<file path="config.mk">
export PLATFORM = sky130hd
export DESIGN_NAME = compute_gradients_flat
export DESIGN_NICKNAME = d
export VERILOG_FILES = /design/src/rtl/compute_gradients_if.sv /design/src/rtl/compute_gradients.sv /design/src/flat_wrapper.sv
export SDC_FILE = /design/constraint.sdc
export NUM_CORES = 1
export LEC_CHECK = 0
export BUFFER_PORTS_ARGS = -buffer_cell sky130_fd_sc_hd__buf_2
export CAP_MARGIN = 20
export CORE_ASPECT_RATIO = 2
export CORE_MARGIN = 3
export CORE_UTILIZATION = 44
export CTS_BUF_LIST = sky130_fd_sc_hd__clkbuf_4 sky130_fd_sc_hd__clkbuf_8
export DETAILED_ROUTE_END_ITERATION = 10
export HOLD_SLACK_MARGIN = 0.08
export PLACE_DENSITY = 0.65
export SYNTH_ARGS = -nofsm -noshare
export SYNTH_HDL_FRONTEND = slang
export SYNTH_SLANG_ARGS = --single-unit
</file>
<file path="constraint.sdc">
create_clock -name clk -period 2.6 [get_ports clk]
set_clock_uncertainty 0.15 [all_clocks]
set_input_delay 0 -clock clk [delete_from_list [all_inputs] [get_ports clk]]
set_output_delay 0 -clock clk [all_outputs]
set_load 0.01 [all_outputs]
</file>
<file path="src/rtl/compute_gradients_if.sv">
// Bus between the gradient engine, its blurred-image BRAM and the x/y gradient BRAMs.
// master = gradient engine, slave = memories/controller side.
interface compute_gradients_if #(
  parameter int DIMENSION = 64,
  parameter int BIT_DEPTH = 8
);
  localparam int AW = $clog2(DIMENSION * DIMENSION);

  logic                        start;
  logic [AW-1:0]               img_read_addr;
  logic [BIT_DEPTH-1:0]        img_read;
  logic [AW-1:0]               grad_write_addr;
  logic signed [BIT_DEPTH-1:0] x_grad_out;
  logic signed [BIT_DEPTH-1:0] y_grad_out;
  logic                        grad_wea;
  logic                        busy;
  logic                        gradients_done;

  modport master (
    input  start, img_read,
    output img_read_addr, grad_write_addr, x_grad_out, y_grad_out,
           grad_wea, busy, gradients_done
  );

  modport slave (
    output start, img_read,
    input  img_read_addr, grad_write_addr, x_grad_out, y_grad_out,
           grad_wea, busy, gradients_done
  );
endinterface

</file>
<file path="src/rtl/compute_gradients.sv">
// Central-difference x/y gradients for one pyramid level, raster order, 7 cycles per pixel
// (6 fetch cycles against a 2-cycle-latency BRAM, 1 write cycle).
module compute_gradients #(
  parameter int DIMENSION = 64,
  parameter int BIT_DEPTH = 8
) (
  input  logic                 clk,
  input  logic                 rst_in,
  compute_gradients_if.master  bus
);
  localparam int CW = $clog2(DIMENSION);

  typedef enum logic [1:0] {IDLE, FETCH, WRITE, DONE} state_t;

  state_t                      state;
  logic [CW-1:0]               x, y;
  logic [2:0]                  c;
  logic [BIT_DEPTH-1:0]        left, right, up;

  logic [CW-1:0]               xl, xr, yu, yd, nx, ny, nxl;
  logic                        last;
  logic [2*CW-1:0]             next_addr;
  logic signed [BIT_DEPTH:0]   dx, dy;

  // Border-clamped neighbours of the current pixel and of the next raster pixel.
  always_comb begin
    xl        = (x == '0) ? '0 : x - CW'(1);
    xr        = (x == '1) ? x  : x + CW'(1);
    yu        = (y == '0) ? '0 : y - CW'(1);
    yd        = (y == '1) ? y  : y + CW'(1);
    nx        = x + CW'(1);
    ny        = (x == '1) ? y + CW'(1) : y;
    nxl       = (nx == '0) ? '0 : nx - CW'(1);
    last      = (x == '1) && (y == '1);
    case (c)
      3'd0:    next_addr = {y, xr};
      3'd1:    next_addr = {yu, x};
      default: next_addr = {yd, x};
    endcase
  end

  // The down sample is used straight off the read port in its capture cycle,
  // so both gradients are registered on the same edge that ends the fetch.
  assign dx = $signed({1'b0, right})        - $signed({1'b0, left});
  assign dy = $signed({1'b0, bus.img_read}) - $signed({1'b0, up});

  always_ff @(posedge clk or posedge rst_in) begin
    if (rst_in) begin
      state               <= IDLE;
      x                   <= '0;
      y                   <= '0;
      c                   <= '0;
      left                <= '0;
      right               <= '0;
      up                  <= '0;
      bus.img_read_addr   <= '0;
      bus.grad_write_addr <= '0;
      bus.x_grad_out      <= '0;
      bus.y_grad_out      <= '0;
      bus.grad_wea        <= 1'b0;
      bus.busy            <= 1'b0;
      bus.gradients_done  <= 1'b0;
    end else begin
      bus.grad_wea       <= 1'b0;
      bus.gradients_done <= 1'b0;
      case (state)
        IDLE: begin
          if (bus.start) begin
            state             <= FETCH;
            x                 <= '0;
            y                 <= '0;
            c                 <= '0;
            bus.img_read_addr <= '0;
            bus.busy          <= 1'b1;
          end
        end
        FETCH: begin
          c <= c + 3'd1;
          if (c < 3'd3) bus.img_read_addr <= next_addr;
          case (c)
            3'd2: left  <= bus.img_read;
            3'd3: right <= bus.img_read;
            3'd4: up    <= bus.img_read;
            3'd5: begin
              bus.x_grad_out      <= BIT_DEPTH'(dx >>> 1);
              bus.y_grad_out      <= BIT_DEPTH'(dy >>> 1);
              bus.grad_write_addr <= {y, x};
              bus.grad_wea        <= 1'b1;
              state               <= WRITE;
            end
            default: ;
          endcase
        end
        WRITE: begin
          c <= '0;
          if (last) begin
            state              <= DONE;
            bus.gradients_done <= 1'b1;
          end else begin
            x                 <= nx;
            y                 <= ny;
            bus.img_read_addr <= {ny, nxl};
            state             <= FETCH;
          end
        end
        DONE: begin
          state    <= IDLE;
          bus.busy <= 1'b0;
        end
        default: state <= IDLE;
      endcase
    end
  end
endmodule

</file>
<file path="src/flat_wrapper.sv">
// flat-port wrapper written by rule: the top's interface ports become plain ports
module compute_gradients_flat 
#(
  parameter int DIMENSION = 64,
  parameter int BIT_DEPTH = 8
)
  (clk, rst_in, bus_start, bus_img_read, bus_img_read_addr, bus_grad_write_addr, bus_x_grad_out, bus_y_grad_out, bus_grad_wea, bus_busy, bus_gradients_done);
  compute_gradients_if #(.DIMENSION(DIMENSION), .BIT_DEPTH(BIT_DEPTH)) bus_i ();
  input  logic clk;
  input  logic rst_in;
  input wire logic [$bits(bus_i.start)-1:0] bus_start;
  input wire logic [$bits(bus_i.img_read)-1:0] bus_img_read;
  output wire logic [$bits(bus_i.img_read_addr)-1:0] bus_img_read_addr;
  output wire logic [$bits(bus_i.grad_write_addr)-1:0] bus_grad_write_addr;
  output wire logic [$bits(bus_i.x_grad_out)-1:0] bus_x_grad_out;
  output wire logic [$bits(bus_i.y_grad_out)-1:0] bus_y_grad_out;
  output wire logic [$bits(bus_i.grad_wea)-1:0] bus_grad_wea;
  output wire logic [$bits(bus_i.busy)-1:0] bus_busy;
  output wire logic [$bits(bus_i.gradients_done)-1:0] bus_gradients_done;
  assign bus_i.start = bus_start;
  assign bus_i.img_read = bus_img_read;
  assign bus_img_read_addr = bus_i.img_read_addr;
  assign bus_grad_write_addr = bus_i.grad_write_addr;
  assign bus_x_grad_out = bus_i.x_grad_out;
  assign bus_y_grad_out = bus_i.y_grad_out;
  assign bus_grad_wea = bus_i.grad_wea;
  assign bus_busy = bus_i.busy;
  assign bus_gradients_done = bus_i.gradients_done;
  compute_gradients #(.DIMENSION(DIMENSION), .BIT_DEPTH(BIT_DEPTH)) u_core (.clk(clk), .rst_in(rst_in), .bus(bus_i));
endmodule
</file>
==> results of run 1 <==
-- through the flow --
step | util (%) | total power (uW)
after floorplan | - | 4051
after global placement | 49.73 | 4848
after detailed placement | 49.73 | 4919
after CTS | 52.62 | 5999
after global routing | 52.62 | 6409
final | 52.62 | 5975
-- area by class of cell --
class	count	area share, %
Timing Repair Buffer	88	9.758
Tap cell	140	3.022
Clock inverter	4	1.274
Clock buffer	11	2.504
Multi-Input combinational cell	382	45.01
Inverter	33	2.159
Sequential cell	84	36.27
-- cell families (layout without fill, tap and decap cells) --
logic type	count (synthesis)	count (layout)	share of synthesized area [%]
muxes	30	30	6.762
and+or+nand+nor	153	153	15.13
xor gates and xnor gates	20	20	3.519
buffers and inverters	61	136	5.455
AOI/OAI and AO/OA	150	150	19.31
DFF	84	84	42.23
adders and majority gates	29	29	7.592
-- synthesized netlist by cell type, drive strengths merged (4+ instances only) --
cell    count
o21a        5
a21oi      19
dfrtp      84
nand2      66
inv        33
or4         4
xor2        6
a211oi     10
o21ai      62
a21o        4
nand2b      7
o31ai      11
mux2       29
nor3        7
o211ai      4
nand3      16
nor2b       6
xnor2      14
buf        15
ha         27
nor2       25
clkbuf     13
nor3b       5
a31oi      14
-- routing by layer --
| layer | up-vias | part of all wire, % | GRT usage (%) |
|---|---|---|---|
| met5 | - | 0 | 0 |
| met4 | 0 | 6.3 | 15.55 |
| met3 | 45 | 4.1 | 3.744 |
| met2 | 121 | 56 | 41.35 |
| met1 | 2000 | 33 | 21.00 |
| li1 | 2009 | - | - |
-- registers in the layout, indices dropped and copies added, names as in the netlist --
name	count
u_core.bus.grad_write_addr	12
u_core.bus.img_read_addr	12
u_core.bus.x_grad_out	8
u_core.bus.y_grad_out	8
u_core.left	8
u_core.right	8
u_core.up	8
u_core.x	6
u_core.y	6
u_core.c	3
u_core.state	2
u_core.bus.busy	1
u_core.bus.grad_wea	1
u_core.bus.gradients_done	1
-- path summary, 6_finish.rpt --
check                                                           to  slack (ns)  cells past startpoint
hold / removal                             u_core.y[5]$_DFFE_PP0P_        0.08                      3
setup / recovery           u_core.bus.img_read_addr[9]$_DFFE_PP0P_        0.22                      8
min in group clk                          u_core.up[0]$_DFFE_PP0P_        0.32                      3
max in group asynchronous  u_core.bus.img_read_addr[3]$_DFFE_PP0P_        1.58                      4
setup reg to reg           u_core.bus.img_read_addr[9]$_DFFE_PP0P_        0.22                      8
hold reg to reg               u_core.bus.y_grad_out[0]$_DFFE_PP0P_        0.33                      2
-- power by group --
| part | leakage [uW] | switching (uW) | total [uW] | internal, uW |
|---|---|---|---|---|
| Clock | 0.000113 | 464 | 1040 | 574 |
| Combinational | 0.00153 | 1820 | 3090 | 1280 |
| Sequential | 0.00106 | 205 | 1840 | 1640 |
| Total | 0.00269 | 2490 | 5970 | 3490 |
-- worst min-delay path: stages --
cell	delay, ns
dlygate4sd3_1	0.53
buf_2	0.12
clkinv_2	0.39
-- what timing repair did --
action                                 in CTS  in global routing
hold buffers                               10                  0
endpoints found under the hold margin     120                  0
setup endpoints to repair                   0                  0
==> impl_metrics.ini, run 1 <==
[place]
place_ws_ns = 0.2818
portBuffers = 53
gp_congestion = 0.8810
hpwlAfterDp_um = 10350
place_area_sq_um = 5477
placed_cells = 717

[worst_setup_path]
end_kind = register
path_max_fanout = 14
worstSetupPathType = register to register
r2r-start = u_core.state[0]$_DFFE_PP0P_
cp_slowest_cell = dfrtp_1
worstPathRequired_ns = 2.72
arrival_ns = 2.50
crit_family = compound AO/OA/AOI/OAI gates
slowest_delay_ns = 0.43
startpoint = u_core.state[0]$_DFFE_PP0P_
crit_buf_inv = 2
cp-start-kind = register
path_cells = inv_1 -> ha_1 -> mux2i_1 -> o21bai_4 -> a41oi_4 -> buf_4 -> o21ai_0 -> a31oi_1

[grt]
grtUsageTotal_pct = 22.20
grt_pass1_vias = 4413
grt_max_degree = 39
globalRouteOverflowTotal = 0
antenna_found_initial = 0
grt_pass1_wl_um = 21400

[layout]
design_area_sq_um = 5796
layout_common_cells = dfrtp_1, nand2_1, o21ai_0, buf_2, inv_1
num-nets-final = 638
drive_above_1_share_pct = 23.26
num-fill-cells = 1039
syn_to_final_growth_pct = 16.44
multi_input_area_sq_um = 2609
antennaDiodeCount = 0
instances_no_fill = 742
final_common_cell = dfrtp_1
register_area_sq_um = 2102

[sta]
slew_viol_final = 0
rsz0062_at_grt = no
finalWorstSetupSlack_ns = 0.2186
period_minus_slack_ns = 2.381
relSlewSlack_pct = 61.05
setup_violations = 0
period_share_pct = 91.59
hold_violations = 0
finalSetupTns_ns = 0
tightest_slew_ns = 0.5836
hold_ws_ns = 0.08222
clock.fmax_mhz = 419.9

[power]
peakVddDrop_v = 0.0007374
leakage_uw = 0.002694
p_per_area_nw_per_um2 = 1031

[floorplanning]
core.rowCount = 54
io_pins = 54
die_h_um = 156.4
initial_core_util_pct = 45.19
core_area_sq_um = 11010
die_area_sq_um = 12700
die_w_um = 81.21

[run_status]
status = finished clean

[logic_synthesis]
syn_inst = 527
synth_edf_count = 0
yosys_warnings = 0
synthDistinctLibCells = 59
yosysSeqAreaShare_pct = 42.23
syn_area_sq_um = 4977
synth_top_area_share_pct = 42.23
synth_area_leaders = dfrtp_1, ha_1, mux2_2, o21ai_0, nand2_1
synth-seq-cells = 84
syn_avg_cell_area_sq_um = 9.445
synth.net_count = 567
async_flop_share_pct = 100.0
yosysTopAreaCell = dfrtp_1
ys.flop_type = dfrtp_1

[clocking]
cts.htree.levels = 3
postCtsSetupBuffers = 0
clk_latency_ns = 0.35
clock_path_buffers = 2
cts_root_buf = clkbuf_8
clk_pin_slew_ns = 0.09
cts_resized = 0
cts_sinks = 84
tritoncts = done
numCtsBuffers = 9

[run]
drv_cap = 0

[drt]
vias = 4175
first_iter_violations = 228
vias_per_cell = 5.627
wirelength_um = 13240
wl_per_cell_um = 17.85
drc_errors = 0
first_pass_iters = 5
ant_nets = 0

[worst_hold_path]
holdCritPathClass = input port to asynchronous set/reset pin
(Power assumes the default switching activity.)
==> run 2: changes to the inputs <==
Settings changed: PLACE_DENSITY 0.65 to 0.61.
==> run 2 against run 1 <==
  * Sequential power barely moved
  * Sequential cell count did not move
  * Core utilization rose by 0.14 points
  * Via count rose by 1.1%
  * Sequential share of layout area fell by 0.094 points
  * Clock power barely moved
  * Die area did not move
  * Worst setup slack got worse by 0.043 ns
  * Non-clock buffer count rose by 2
==> impl_metrics.ini, run 2 (same netlist as run 1, synthesis figures left out) <==
[worst_setup_path]
r2r-start = u_core.state[0]$_DFFE_PP0P_
arrival_ns = 2.55
path_depth = 8
reg2reg_setup_slack_ns = 0.18
crit_family = compound AO/OA/AOI/OAI gates
worstSetupPathType = register to register
startpoint = u_core.state[0]$_DFFE_PP0P_
path_max_fanout = 14
slowest_delay_ns = 0.44
path_cells = inv_1 -> ha_1 -> mux2i_1 -> o21bai_4 -> a41oi_4 -> buf_4 -> o21ai_0 -> a31oi_1
reg2reg_depth = 8
crit_buf_inv = 2
cp-start-kind = register
end_kind = register
worstPathRequired_ns = 2.73
worstSetupEndpoint = u_core.bus.img_read_addr[10]$_DFFE_PP0P_
rr_endpoint = u_core.bus.img_read_addr[10]$_DFFE_PP0P_
cp_slowest_cell = ha_1

[floorplanning]
initial_core_util_pct = 45.19
die_area_sq_um = 12700
io_pins = 54
core.rowCount = 54
die_w_um = 81.21
core_area_sq_um = 11010
die_h_um = 156.4

[worst_hold_path]
holdCritPathClass = input port to asynchronous set/reset pin

[power]
pwr-share-clk_pct = 17.8
p_seq_share_pct = 31.0
peakVddDrop_v = 0.0006349
leakage_uw = 0.002705
power.switching_uw = 2475
p_per_area_nw_per_um2 = 1025
power.internal_uw = 3484
p_comb_share_pct = 51.2
p_sw_share_pct = 41.53

[sta]
period_share_pct = 93.26
rsz0062_at_grt = no
period_minus_slack_ns = 2.425
slew_viol_final = 0
clock.fmax_mhz = 412.4
tightest_slew_ns = 0.4905
relSlewSlack_pct = 67.30
hold_violations = 0
setup_violations = 0
finalSetupTns_ns = 0
finalWorstSetupSlack_ns = 0.1752
hold_ws_ns = 0.1438

[clocking]
tritoncts = done
cts.htree.levels = 3
cts_resized = 0
clk_latency_ns = 0.36
cts_root_buf = clkbuf_8
clk_pin_slew_ns = 0.09
numCtsBuffers = 9
cts_sinks = 84
postCtsSetupBuffers = 0
clock_path_buffers = 2

[place]
hpwlAfterDp_um = 10200
gp_congestion = 0.9628
portBuffers = 53
place_ws_ns = 0.1451

[drt]
vias_per_cell = 5.676
vias = 4223
top_layer = met4
wirelength_um = 13340
drc_errors = 0
first_pass_iters = 4
wl_per_cell_um = 17.93
ant_nets = 0
met2_length_um = 7533
first_iter_violations = 281
drt-met1-wl_um = 4623
wl_met3_um = 444

[layout]
final_common_cell = dfrtp_1
num-nets-final = 640
register_area_sq_um = 2102
drive_above_1_share_pct = 23.51
syn_to_final_growth_pct = 16.74
antennaDiodeCount = 0
num-fill-cells = 1042
reg_top3 = u_core.bus.grad_write_addr: 12 flops, u_core.bus.img_read_addr: 12 flops
final_util_pct = 52.76
multi_input_area_sq_um = 2609
layout_common_cells = dfrtp_1, nand2_1, o21ai_0, buf_2, inv_1

[grt]
grt_pass1_wl_um = 21650
grt_pass1_vias = 4333
globalRouteOverflowTotal = 0
antenna_found_initial = 0
grtUsageTotal_pct = 22.55
grt_max_degree = 85

[run]
drv_cap = 0

[run_status]
status = finished clean
run 2: changes by cell type in the layout (fill, tap and decap cells not counted), sizes merged:
| cell | previous run | this run |
|---|---|---|
| buf | 78 | 80 |
run 2: power groups by stage:
| stage | clock network [uW] | logic [uW] | registers [uW] |
|---|---|---|---|
| after detailed placement | 0 | 3050 | 1870 |
| after global placement | 0 | 2990 | 1850 |
| after global routing | 1120 | 3400 | 1900 |
| after CTS | 1080 | 3080 | 1850 |
| after floorplan | 0 | 2180 | 1870 |
| final | 1060 | 3050 | 1850 |
run 2: worst min-delay path: stages:
cell,delay (ns)
dlygate4sd3_1,0.54
buf_2,0.13
clkinv_2,0.05
buf_12,0.37
run 2: layer usage:
| layer | vias to the layer above | track usage (%) |
|---|---|---|
| li1 | 2016 | - |
| met1 | 2044 | 21.67 |
| met2 | 116 | 42.92 |
| met3 | 47 | 3.514 |
| met4 | 0 | 13.62 |
| met5 | - | 0 |
run 2: worst min-delay path by stage:
stage,start,to,slack (ns)
after floorplan,bus_img_read[0],u_core.left[0]$_DFFE_PP0P_,0.0006
after global placement,rst_in,u_core.bus.grad_write_addr[9]$_DFFE_PP0P_,-0.02
after detailed placement,rst_in,u_core.bus.grad_write_addr[11]$_DFFE_PP0P_,-0.006
after CTS,rst_in,u_core.bus.y_grad_out[7]$_DFFE_PP0P_,0.16
after global routing,rst_in,u_core.bus.grad_write_addr[9]$_DFFE_PP0P_,0.18
final,rst_in,u_core.bus.grad_write_addr[11]$_DFFE_PP0P_,0.14
run 2: cell type report:
cell class	count	share of cell area, %
sequential	84	36.18
tap	140	3.015
multi-input combinational	382	44.90
clock inverter	4	1.270
clock buffer	11	2.498
timing repair buffer	90	9.991
inverter	33	2.153
run 2: per-stage QoR:
step	std cells	total power, uW	cell area [sq um]
floorplan	527	4051	4977
global placement	719	4843	5492
detailed placement	719	4922	5492
CTS	744	6002	5811
global route	744	6421	5811
finish	744	5959	5811
run 2: what timing repair did:
| item | in CTS | in global routing |
|---|---|---|
| endpoints found under the hold margin | 120 | 0 |
| setup endpoints to repair | 0 | 0 |
| hold buffers | 10 | 0 |
==> run 3: changes to the inputs <==
Settings changed: SETUP_SLACK_MARGIN set to 0.5.
==> run 3 against run 2 <==
  * Sequential power about the same
  * Clock power decreased by 9%
  * Wire length increased by 2.4%
  * Largest power group unchanged
  * Hold slack got worse by 0.035 ns
  * Non-clock buffer count increased by 16
  * Core utilization increased by 4.4 points
  * Sequential share of layout area decreased by 2.7 points
  * Highest routed layer unchanged
==> impl_metrics.ini, run 3 (same netlist as run 1, synthesis figures left out) <==
[layout]
reg_top3 = u_core.bus.grad_write_addr: 12 flops, u_core.bus.img_read_addr: 12 flops
syn_to_final_growth_pct = 26.42
final_util_pct = 57.13
design_area_sq_um = 6292
num-fill-cells = 987
layout_common_cells = dfrtp_1, nand2_1, buf_2
antennaDiodeCount = 0
multi_input_area_sq_um = 2955
num-nets-final = 656
register_area_sq_um = 2107
drive_above_1_share_pct = 34.46
final_common_cell = dfrtp_1
instances_no_fill = 761

[floorplanning]
die_h_um = 156.4
core_area_sq_um = 11010
io_pins = 54
initial_core_util_pct = 45.19
core.rowCount = 54
die_area_sq_um = 12700
die_w_um = 81.21

[sta]
slew_viol_final = 0
period_minus_slack_ns = 2.096
setup_violations = 0
period_share_pct = 80.60
rsz0062_at_grt = yes
clock.fmax_mhz = 477.2
hold_violations = 0
tightest_slew_ns = 0.6282
relSlewSlack_pct = 58.03
finalSetupTns_ns = 0

[place]
gp_congestion = 0.9407
portBuffers = 53
placed_cells = 714
place_area_sq_um = 5456
hpwlAfterDp_um = 10070

[worst_setup_path]
path_max_fanout = 4
cp-start-kind = register
arrival_ns = 2.20
end_kind = register
worstPathRequired_ns = 2.71
worstSetupPathType = register to register

[drt]
first_pass_iters = 4
ant_nets = 0
wl_per_cell_um = 17.95
vias_per_cell = 5.702
first_iter_violations = 255
wirelength_um = 13660
drc_errors = 0
vias = 4339

[clocking]
cts_root_buf = clkbuf_8
clk_pin_slew_ns = 0.09
numCtsBuffers = 9
clock_path_buffers = 2
cts.htree.levels = 3
cts_sinks = 84
clk_latency_ns = 0.36
tritoncts = done

[power]
leakage_uw = 0.002834
total_power_uw = 6769
p_seq_share_pct = 27.7
p_sw_share_pct = 42.43
p_per_area_nw_per_um2 = 1076
peakVddDrop_v = 0.0005198
pwr-share-clk_pct = 14.2
power.switching_uw = 2872
p_comb_share_pct = 58.0
power.internal_uw = 3897

[run_status]
status = finished clean

[grt]
grt_pass1_vias = 4385
grt_pass1_wl_um = 21630
antenna_found_initial = 0
grtUsageTotal_pct = 22.40
grt_max_degree = 60
globalRouteOverflowTotal = 0

[worst_hold_path]
holdCritPathClass = input port to asynchronous set/reset pin

[run]
drv_cap = 0
[run 3: cell types whose count changed in the layout (fill, tap and decap cells not counted), sizes merged]
| cell | before | now |
|---|---|---|
| clkbuf | 11 | 9 |
| clkinv | 3 | 1 |
| buf | 80 | 96 |
| inv | 32 | 34 |
| bufinv | 2 | 1 |
| clkinvlp | 0 | 4 |
[run 3: area by class of cell]
class | instances | area share, %
Tap cell | 140 | 2.784
Multi-Input combinational cell | 382 | 46.97
Inverter | 33 | 2.028
Clock inverter | 7 | 1.193
Clock buffer | 9 | 1.969
Timing Repair Buffer | 106 | 11.57
Sequential cell | 84 | 33.49
[run 3: per-layer routing]
layer  up-vias  part of all wire, %  global-route usage [%]
met5         -                    0                       0
met1      2109                   34                   21.61
met3        40                  4.1                   4.147
li1       2055                    -                       -
met4         0                  5.0                   12.17
met2       135                   57                   42.76
[run 3: worst paths after layout]
kind / start / endpoint / cells past startpoint / slack, ns
worst max-delay path: u_core.state[0]$_DFFE_PP0P_ / u_core.bus.img_read_addr[5]$_DFFE_PP0P_ / 9 / 0.50
worst max register to register: u_core.state[0]$_DFFE_PP0P_ / u_core.bus.img_read_addr[5]$_DFFE_PP0P_ / 9 / 0.50
max in group asynchronous: rst_in / u_core.c[1]$_DFFE_PP0P_ / 4 / 1.48
worst min register to register: u_core.bus.y_grad_out[7]$_DFFE_PP0P_ / u_core.bus.y_grad_out[7]$_DFFE_PP0P_ / 2 / 0.33
worst min-delay path: rst_in / u_core.bus.busy$_DFFE_PP0P_ / 3 / 0.11
min in group clk: bus_img_read[7] / u_core.up[7]$_DFFE_PP0P_ / 3 / 0.30
[run 3: power groups by stage]
stage	combinational, uW	clock [uW]	sequential, uW
after floorplan	2180	0	1870
after global placement	2990	0	1860
after detailed placement	3030	0	1880
after CTS	3400	987	1850
after global routing	4270	1040	1920
final	3930	964	1880
[run 3: critical path, cell delays in order, from the launching register on]
cell and delay [ns]:
dfrtp_1 0.45, inv_2 0.11, ha_1 0.17, inv_1 0.11
nor3_4 0.23, a41oi_4 0.20, buf_12 0.19, nand2_4 0.09
o22ai_2 0.08, a41o_1 0.21
[run 3: metrics by stage]
stage | hold slack (ns) | setup WS (ns)
after floorplan | 0.0005768 | 0.5367
after global placement | -0.04217 | 0.2265
after detailed placement | -0.04011 | 0.1591
after CTS | 0.1195 | 0.4233
after global routing | 0.1611 | 0.4413
final | 0.1091 | 0.5044
[run 3: timing repair]
action	4_1_cts	5_1_grt
hold buffers	10	0
pin swaps	4	18
setup endpoints to repair	54	44
resized for setup	28	54
setup buffers	5	16
hold endpoints to repair	122	0
